$ cat src/rtl/seg_display_sched.sv
// ---------------------------------------------------------------------------
// seg_display_sched
//
// Purpose:
//    Arbitrates between two 14-bit value requesters and converts the granted
//    value to four BCD digits with a shift-add-3 (double-dabble) converter.
//    The converter handles one bit per clock. The digits are then
//    time-multiplexed onto the anode and digit bus that feeds the
//    BCD-to-segment decoder. The value is saturated to 9999, and leading
//    zeros can optionally be blanked.
//
// Parameters:
//    SCAN_DIV  width of the free-running scan prescaler; the scan advances one
//              digit every 2^SCAN_DIV clocks
//    BLANK_LZ  1 = replace leading-zero digits with 4'hF; ones never blanked
//
// Ports:
//    clk          system clock, rising edge
//    rst          asynchronous active-high reset
//    req0 / num0  requester 0 request and value (stable until ack0)
//    req1 / num1  requester 1 request and value (stable until ack1)
//    ack0 / ack1  one-cycle capture pulses
//    busy         high while a conversion is in flight (CONV, LOAD)
//    done         one-cycle pulse when new digits reach the display register
//    src          index of the requester whose value is displayed
//    an           active-low one-hot anode enables
//    digit        BCD code for the selected anode, 4'hF = blank
// ---------------------------------------------------------------------------
module seg_display_sched #(
   parameter int unsigned SCAN_DIV = 17,
   parameter logic        BLANK_LZ = 1'b1
) (
   input  logic        clk,
   input  logic        rst,
   input  logic        req0,
   input  logic [13:0] num0,
   input  logic        req1,
   input  logic [13:0] num1,
   output logic        ack0,
   output logic        ack1,
   output logic        busy,
   output logic        done,
   output logic        src,
   output logic [3:0]  an,
   output logic [3:0]  digit
);

   typedef enum logic [1:0] {
      IDLE = 2'd0,
      CONV = 2'd1,
      LOAD = 2'd2
   } state_t;

   // Display register contents after reset: a plain 0, blanked if enabled.
   localparam logic [15:0] DISP_RST = BLANK_LZ ? 16'hFFF0 : 16'h0000;

   state_t              state_r;
   state_t              state_nxt_s;
   logic                grant_s;
   logic                gidx_s;
   logic [13:0]         num_sel_s;
   logic                prio_r;     // requester favoured when both request
   logic                gsrc_r;     // requester of the conversion in flight
   logic [13:0]         cap_r;
   logic [15:0]         acc_r;
   logic [3:0]          cnt_r;
   logic [15:0]         disp_r;
   logic [SCAN_DIV-1:0] pre_r;
   logic [1:0]          idx_r;

   // Clamp a 14-bit binary value to the 4-digit decimal range.
   function automatic logic [13:0] sat9999(input logic [13:0] v);
      logic [13:0] r;
      if (v > 14'd9999) begin
         r = 14'd9999;
      end else begin
         r = v;
      end
      return r;
   endfunction

   // One double-dabble step: correct each nibble >= 5, then shift in bit_in.
   function automatic logic [15:0] dabble_step(input logic [15:0] acc, input logic bit_in);
      logic [15:0] a;
      a = acc;
      for (int i = 0; i < 4; i++) begin
         if (a[4*i +: 4] >= 4'd5) begin
            a[4*i +: 4] = a[4*i +: 4] + 4'd3;
         end else begin
            a[4*i +: 4] = a[4*i +: 4];
         end
      end
      return {a[14:0], bit_in};
   endfunction

   // Leading-zero blanking from the thousands digit down; ones always shown.
   function automatic logic [15:0] blank_lz(input logic [15:0] d);
      logic [15:0] r;
      r = d;
      if (BLANK_LZ && (d[15:12] == 4'd0)) begin
         r[15:12] = 4'hF;
         if (d[11:8] == 4'd0) begin
            r[11:8] = 4'hF;
            if (d[7:4] == 4'd0) begin
               r[7:4] = 4'hF;
            end else begin
               r[7:4] = d[7:4];
            end
         end else begin
            r[11:8] = d[11:8];
         end
      end else begin
         r = d;
      end
      return r;
   endfunction

   // Active-low anode pattern for a scan index.
   function automatic logic [3:0] anode_of(input logic [1:0] idx);
      logic [3:0] r;
      case (idx)
         2'd0:    r = 4'b1110;
         2'd1:    r = 4'b1101;
         2'd2:    r = 4'b1011;
         2'd3:    r = 4'b0111;
         default: r = 4'b1111;
      endcase
      return r;
   endfunction

   // Digit of the display register selected by a scan index.
   function automatic logic [3:0] digit_of(input logic [15:0] d, input logic [1:0] idx);
      logic [3:0] r;
      case (idx)
         2'd0:    r = d[3:0];
         2'd1:    r = d[7:4];
         2'd2:    r = d[11:8];
         2'd3:    r = d[15:12];
         default: r = 4'hF;
      endcase
      return r;
   endfunction

   // FSM state register.
   always_ff @(posedge clk or posedge rst) begin
      if (rst) begin
         state_r <= IDLE;
      end else begin
         state_r <= state_nxt_s;
      end
   end

   // Next-state logic and round-robin arbitration (requests only seen in IDLE).
   always_comb begin
      state_nxt_s = state_r;
      grant_s     = 1'b0;
      gidx_s      = 1'b0;
      case (state_r)
         IDLE: begin
            if (req0 && req1) begin
               grant_s = 1'b1;
               gidx_s  = prio_r;
            end else if (req0) begin
               grant_s = 1'b1;
               gidx_s  = 1'b0;
            end else if (req1) begin
               grant_s = 1'b1;
               gidx_s  = 1'b1;
            end else begin
               grant_s = 1'b0;
               gidx_s  = 1'b0;
            end
            if (grant_s) begin
               state_nxt_s = CONV;
            end else begin
               state_nxt_s = IDLE;
            end
         end
         CONV: begin
            if (cnt_r == 4'd0) begin
               state_nxt_s = LOAD;
            end else begin
               state_nxt_s = CONV;
            end
         end
         LOAD:    state_nxt_s = IDLE;
         default: state_nxt_s = IDLE;
      endcase
   end

   assign num_sel_s = gidx_s ? num1 : num0;

   // Capture, conversion datapath, display register and handshake outputs.
   always_ff @(posedge clk or posedge rst) begin
      if (rst) begin
         ack0   <= 1'b0;
         ack1   <= 1'b0;
         busy   <= 1'b0;
         done   <= 1'b0;
         src    <= 1'b0;
         prio_r <= 1'b0;
         gsrc_r <= 1'b0;
         cap_r  <= 14'd0;
         acc_r  <= 16'd0;
         cnt_r  <= 4'd0;
         disp_r <= DISP_RST;
      end else begin
         ack0 <= grant_s && !gidx_s;
         ack1 <= grant_s && gidx_s;
         busy <= (state_nxt_s != IDLE);
         done <= (state_r == LOAD);
         case (state_r)
            IDLE: begin
               if (grant_s) begin
                  cap_r  <= sat9999(num_sel_s);
                  acc_r  <= 16'd0;
                  cnt_r  <= 4'd13;
                  gsrc_r <= gidx_s;
                  prio_r <= ~gidx_s;
               end
            end
            CONV: begin
               acc_r <= dabble_step(acc_r, cap_r[cnt_r]);
               cnt_r <= cnt_r - 4'd1;
            end
            LOAD: begin
               disp_r <= blank_lz(acc_r);
               src    <= gsrc_r;
            end
            default: begin
               acc_r <= 16'd0;
               cnt_r <= 4'd0;
            end
         endcase
      end
   end

   // Free-running scan: on every prescaler wrap show digit idx, then advance.
   always_ff @(posedge clk or posedge rst) begin
      if (rst) begin
         pre_r <= '0;
         idx_r <= 2'd0;
         an    <= 4'b1111;
         digit <= 4'hF;
      end else begin
         pre_r <= pre_r + SCAN_DIV'(1);
         if (pre_r == {SCAN_DIV{1'b1}}) begin
            an    <= anode_of(idx_r);
            digit <= digit_of(disp_r, idx_r);
            idx_r <= idx_r + 2'd1;
         end
      end
   end

endmodule

$ cat config.mk
export PLATFORM = sky130hd
export DESIGN_NAME = seg_display_sched
export DESIGN_NICKNAME = d
export VERILOG_FILES = /design/src/rtl/seg_display_sched.sv
export SDC_FILE = /design/constraint.sdc
export NUM_CORES = 1
export LEC_CHECK = 0
export ABC_AREA = 1
export CELL_PAD_IN_SITES_DETAIL_PLACEMENT = 0
export CELL_PAD_IN_SITES_GLOBAL_PLACEMENT = 1
export CORE_UTILIZATION = 40
export DETAILED_ROUTE_END_ITERATION = 16
export GPL_TIMING_DRIVEN = 0
export PLACE_DENSITY = 0.73
export SLEW_MARGIN = 30
export SYNTH_ARGS = -nofsm -noshare
export SYNTH_HDL_FRONTEND = slang
export SYNTH_SLANG_ARGS = --single-unit
$ cat constraint.sdc
create_clock -name clk -period 3.1 [get_ports clk]
set_input_delay 0.31 -clock clk [delete_from_list [all_inputs] [get_ports clk]]
set_output_delay 0.31 -clock clk [all_outputs]
set_load 0.01 [all_outputs]
# ---- After elaboration in Yosys (flattened, before gate mapping)
# Cells that the tools add are included.
dict set report classes {
  order_cmp 6
  n_reduce_logical 13
  eq_ne 7
  n_bitwise 2
  muxes 29
  add_sub_neg 7
}
# op count
set op_table {}
lappend op_table {{case mux 16 bit (3 select lines)} 1}
lappend op_table {{case mux 4 bit (4 select lines)} 2}
lappend op_table {{two-way mux 14 bit} 2}
lappend op_table {{two-way mux 4 bit} 7}
lappend op_table {{adder 17 x 1 -> 17 bit (second input constant)} 1}
lappend op_table {{== test 17 bit (second input constant)} 1}
lappend op_table {{>= comparator 4 x 3 -> 1 bit (second input constant)} 4}
lappend op_table {{logical NOT 4 bit} 4}
lappend op_table {{two-way mux 16 bit} 1}
lappend op_table {{greater-than comparator 14 bit (second input constant)} 1}
lappend op_table {{adder 4 x 2 -> 4 bit (second input constant)} 3}
lappend op_table {{two-way mux 12 bit} 1}
lappend op_table {{case mux 4 bit (3 select lines)} 1}
lappend op_table {{two-way mux 1 bit} 10}
lappend op_table {{== test 2 bit (second input constant)} 3}
lappend op_table {{less-than comparator 4 x 5 -> 1 bit (second input constant)} 1}
lappend op_table {{binary-select mux 1 bit (select 4 bit)} 1}
lappend op_table {{== test 2 x 1 -> 1 bit (second input constant)} 2}
lappend op_table {{logical NOT 2 bit} 2}
lappend op_table {{case mux 2 bit (2 select lines)} 1}
lappend op_table {{AND reduction 2 bit} 2}
lappend op_table {{subtractor 4 x 1 -> 4 bit (second input constant)} 1}
lappend op_table {{adder 3 x 2 -> 3 bit (second input constant)} 1}
lappend op_table {{logical AND 1 bit} 3}
lappend op_table {{7 further kinds} 8}
dict set report word_totals {
  inputBits 32
  reg_bits 86
  out_inout_bits 13
  elab_cells 80
}

# ---- Depth between registers and ports, before layout
dict set report depth {
  depth_word 7
  depth_mapped 14
  mapped_depth_nobuf 12
}

# ---- Worst setup path before layout
# OpenSTA, ideal clock, no wires.
dict set report synth_timing {
  kind {register -> register}
  start {register pre_r[0]}
  end {register an[0]}
  setup_time_ps 79
  synth_period_minus_slack_ps 2181
  stages_incl_launch_ff 12
  required_ps 3021
  path_slack_ps 919
  n_path_buf 1
  arrival_time_ps 2102
  path_cell_list {dfrtp_1 > ha_1 > nand2_1 > nor3_1 > nand3_1 > nor2_1 > nand2_1 > nor4_1 > ha_1 > inv_1 > clkbuf_1 > o21ai_0}
}
dict set report synth_via {
  elab_chain_len 1
}
# element line_no
set synth_rtl {}
lappend synth_rtl {{start, declared} 68} ;# logic [SCAN_DIV-1:0] pre_r;
lappend synth_rtl {{start signal, assigned} 246} ;# pre_r <= pre_r + SCAN_DIV'(1);
lappend synth_rtl {{== test 17 bit} 247} ;# if (pre_r == {SCAN_DIV{1'b1}}) begin
lappend synth_rtl {{end signal, assigned} 248} ;# an <= anode_of(idx_r);
lappend synth_rtl {{end, declared} 44} ;# output logic [3:0] an,
# No other way between the ends.
# A chain may end at the register's enable or synchronous reset.

# ---- Final worst setup path
# Ends and elaborated chain as after synthesis.

==> results.cfg <==
[logic_synthesis]
synth_cells = 473
synth_area_sq_um = 4200
ys_seq_area_share_pct = 51.8
synth_cell_types = 31
synth_seq_cells = 86
syn_nets = 520
yosysWarnings = 0
syn_area_per_cell_sq_um = 8.88

[timing]
max_freq_mhz = 375
fin_crit_ns = 2.67
max_slew.worst_pin.slew_ns = 0.597
slew_headroom_pct = 60.1
clock_skew_ns = 0.00313
final_max_slew_viol_count = 0
post-route-period-util_pct = 86.1
finalHoldViolCount = 0
grt_setup_unrepaired = no
finalSetupViolCount = 0

[clocking]
clk_pin_slew_worst_paths_ns = 0.08
cts_max_path_buffers = 2
cts-root-buf = clkbuf_8
insertion_delay_ns = 0.36
post-cts-setup-buffers = 0
htreeDepth = 3
ctsHoldBuffers = 0
cts_tree = done
cts_buffers = 9
cts_sinks = 86
cts_resized = 0

[floorplanning]
die-area_sq_um = 10900
core_area_sq_um = 10200
die_w_microns = 104
io_pins = 45
row_count = 37
die_h_microns = 104
start_util_pct = 41.1

[worst_setup_path]
crit_path_end_kind = flip-flop
worst-path-max-fanout = 10
r2r_start = pre_r[0]$_DFF_PP0_
crit_chain = ha_1 -> nand2_1 -> nor3_1 -> nand3_1 -> nor2_1 -> nand2_1 -> nor4_1 -> ha_1 -> inv_1 -> clkbuf_1 -> o21ai_0
critical_path_class = reg2reg
critPathTopFamily = simple AND/OR/NAND/NOR gates
rr_endpoint = an[0]$_DFFE_PP1N_
crit_cells = 11
crit_required_ns = 3.39
cpMaxStageDelayCell = dfrtp_1
rr_worst_depth = 11
crit_arrival_ns = 2.96
worst-path-buf-inv = 2
slowest_delay_ns = 0.36
r2r_setup_slack_ns = 0.43
startpoint_type = flip-flop
worstSetupStartpoint = pre_r[0]$_DFF_PP0_

[finish]
fill_cells = 989
diodes = 0
multi_input_area_sq_um = 1770
drive_gt1_share_pct = 10.9
seqCellArea_sq_um = 2180
syn2layout_area_growth_pct = 20.2
final_cells = 669
postLayoutCoreUtil_pct = 49.4
nNetsFinal = 575

[power]
peakVddDrop_mv = 0.282
p_seq_share_pct = 42.4
combPwrFrac_pct = 36.0
p_int_w = 0.00252
p_per_area_nw_per_um2 = 793
clkPwrFrac_pct = 21.6
switching_share_pct = 37.1
power.leakage_nw = 2.32
p_switching_w = 0.00149

[route]
wirelength_microns = 8820
detail_route.wl_per_cell_microns = 13.2
viasPerCell = 4.92
drt_first_pass_iters = 4
drt_iter0_drc = 150
vias = 3291
drc = 0
ant_nets = 0

[global_route]
grt_pass1_wl_microns = 15300
antenna_found_initial = 0
grt_overflow = 0
grt_max_degree = 61
grt_pass1_vias = 3300
grt_usage_pct = 17.8

[place]
globalplace.congestion = 0.789
io_buffers = 43
dp_cells = 653
place_hpwl_microns = 6410

[run_status]
status = completed

[hold_path]
min_path_type = in2async

[run]
max-cap-violations = 0
[cell type report]
cell class	count	area share (%)
flip-flops and latches	86	43.1
multi-input cells	323	35.0
repair buffers	44	9.07
inverters	52	3.96
well taps	136	3.37
clock buffers	12	2.87
clock inverters	4	1.39
plain buffers	12	1.26
[sequential cells by signal, summed over array words and instances, names as in the netlist, 2 cells and up]
name / cells
an: 4
pre_r: 17
disp_r: 16
cnt_r: 4
digit: 4
state_r: 2
acc_r: 16
cap_r: 14
idx_r: 2
[power by group through the flow]
stage / clock (W) / combinational, W / sequential, W
3_3_place_gp: 0 / 0.00140 / 0.00171
5_1_grt: 0.000944 / 0.00167 / 0.00174
6_report: 0.000867 / 0.00144 / 0.00170
3_5_place_dp: 0 / 0.00144 / 0.00172
2_1_floorplan: 0 / 0.00108 / 0.00166
4_1_cts: 0.000893 / 0.00145 / 0.00170
[per-stage QoR]
step	instance area [sq um]	hold WS, ns	total power (W)	worst slack (ns)	setup TNS (ns)
after global placement	4800	0.444	0.00312	-0.789	-51.68
after floorplan	4200	0.427	0.00274	0.601	0
final	5050	0.272	0.00401	0.432	0
after global routing	5050	0.284	0.00436	0.115	0
after CTS	5050	0.268	0.00404	0.336	0
after detailed placement	4830	0.463	0.00316	0.361	0
[layout by cell type, fill, tap and decap left out, types with 11 or more instances in the layout]
| cell type | Yosys | final |
|---|---|---|
| inv_1 | 48 | 47 |
| clkdlybuf4s50_1 | 0 | 43 |
| o21ai_0 | 40 | 40 |
| dfstp_2 | 20 | 20 |
| nor2_1 | 56 | 56 |
| nand2_1 | 94 | 94 |
| a21oi_1 | 15 | 15 |
| a31oi_1 | 15 | 15 |
| nand3_1 | 11 | 11 |
| o22ai_1 | 13 | 13 |
| dfrtp_1 | 66 | 66 |
| ha_1 | 15 | 15 |
| xor2_1 | 16 | 16 |
[how the worst max path moves through the flow]
stage / to
3_5_place_dp: an[0]$_DFFE_PP1N_
6_report: an[0]$_DFFE_PP1N_
5_1_grt: an[0]$_DFFE_PP1N_
2_1_floorplan: acc_r[0]$_DFFE_PP0P_
3_3_place_gp: state_r[1]$_DFF_PP0_
4_1_cts: an[0]$_DFFE_PP1N_
[Yosys cell counts]
cell type	n	area (sq um)
a21oi_1	15	75.1
a21oi_2	7	61.3
a221oi_1	1	8.76
a31oi_1	15	93.8
buf_2	3	15.0
buf_6	2	22.5
clkbuf_1	7	26.3
clkinv_1	3	11.3
dfrtp_1	66	1650
dfstp_2	20	526
ha_1	15	188
inv_1	48	180
inv_2	1	3.75
nand2_1	94	353
nand2_2	5	31.3
nand3_1	11	55.1
nand3_4	1	17.5
nand4_1	8	50.1
nor2_1	56	210
nor2_4	2	22.5
nor3_1	6	30.0
nor4_1	2	12.5
o2111ai_1	1	8.76
o211ai_1	2	15.0
o21ai_0	40	200
o22ai_1	13	81.3
o2bb2ai_1	1	8.76
o32ai_1	7	61.3
or2_2	1	6.26
xnor2_1	4	35.0
xor2_1	16	140
[metal layers]
layer	share of wire [%]	up-vias	GRT usage, %
li1	-	1690	-
met1	50	1530	23.8
met2	45	60	27.5
met3	3.3	11	3.70
met4	1.6	0	8.27
met5	0	-	0
[logic make-up (layout without fill, tap and decap cells)]
kind of cell               after synthesis  count (layout)  share of synthesized area (%)
adders and majority gates               15              15                           4.47
AOI/OAI and AO/OA                      102             102                           14.6
buffers and inverters                   64             124                           6.16
and+or+nand+nor                        186             186                           18.8
DFF                                     86              86                           51.8
xor gates and xnor gates                20              20                           4.17
(Power assumes the default switching activity.)
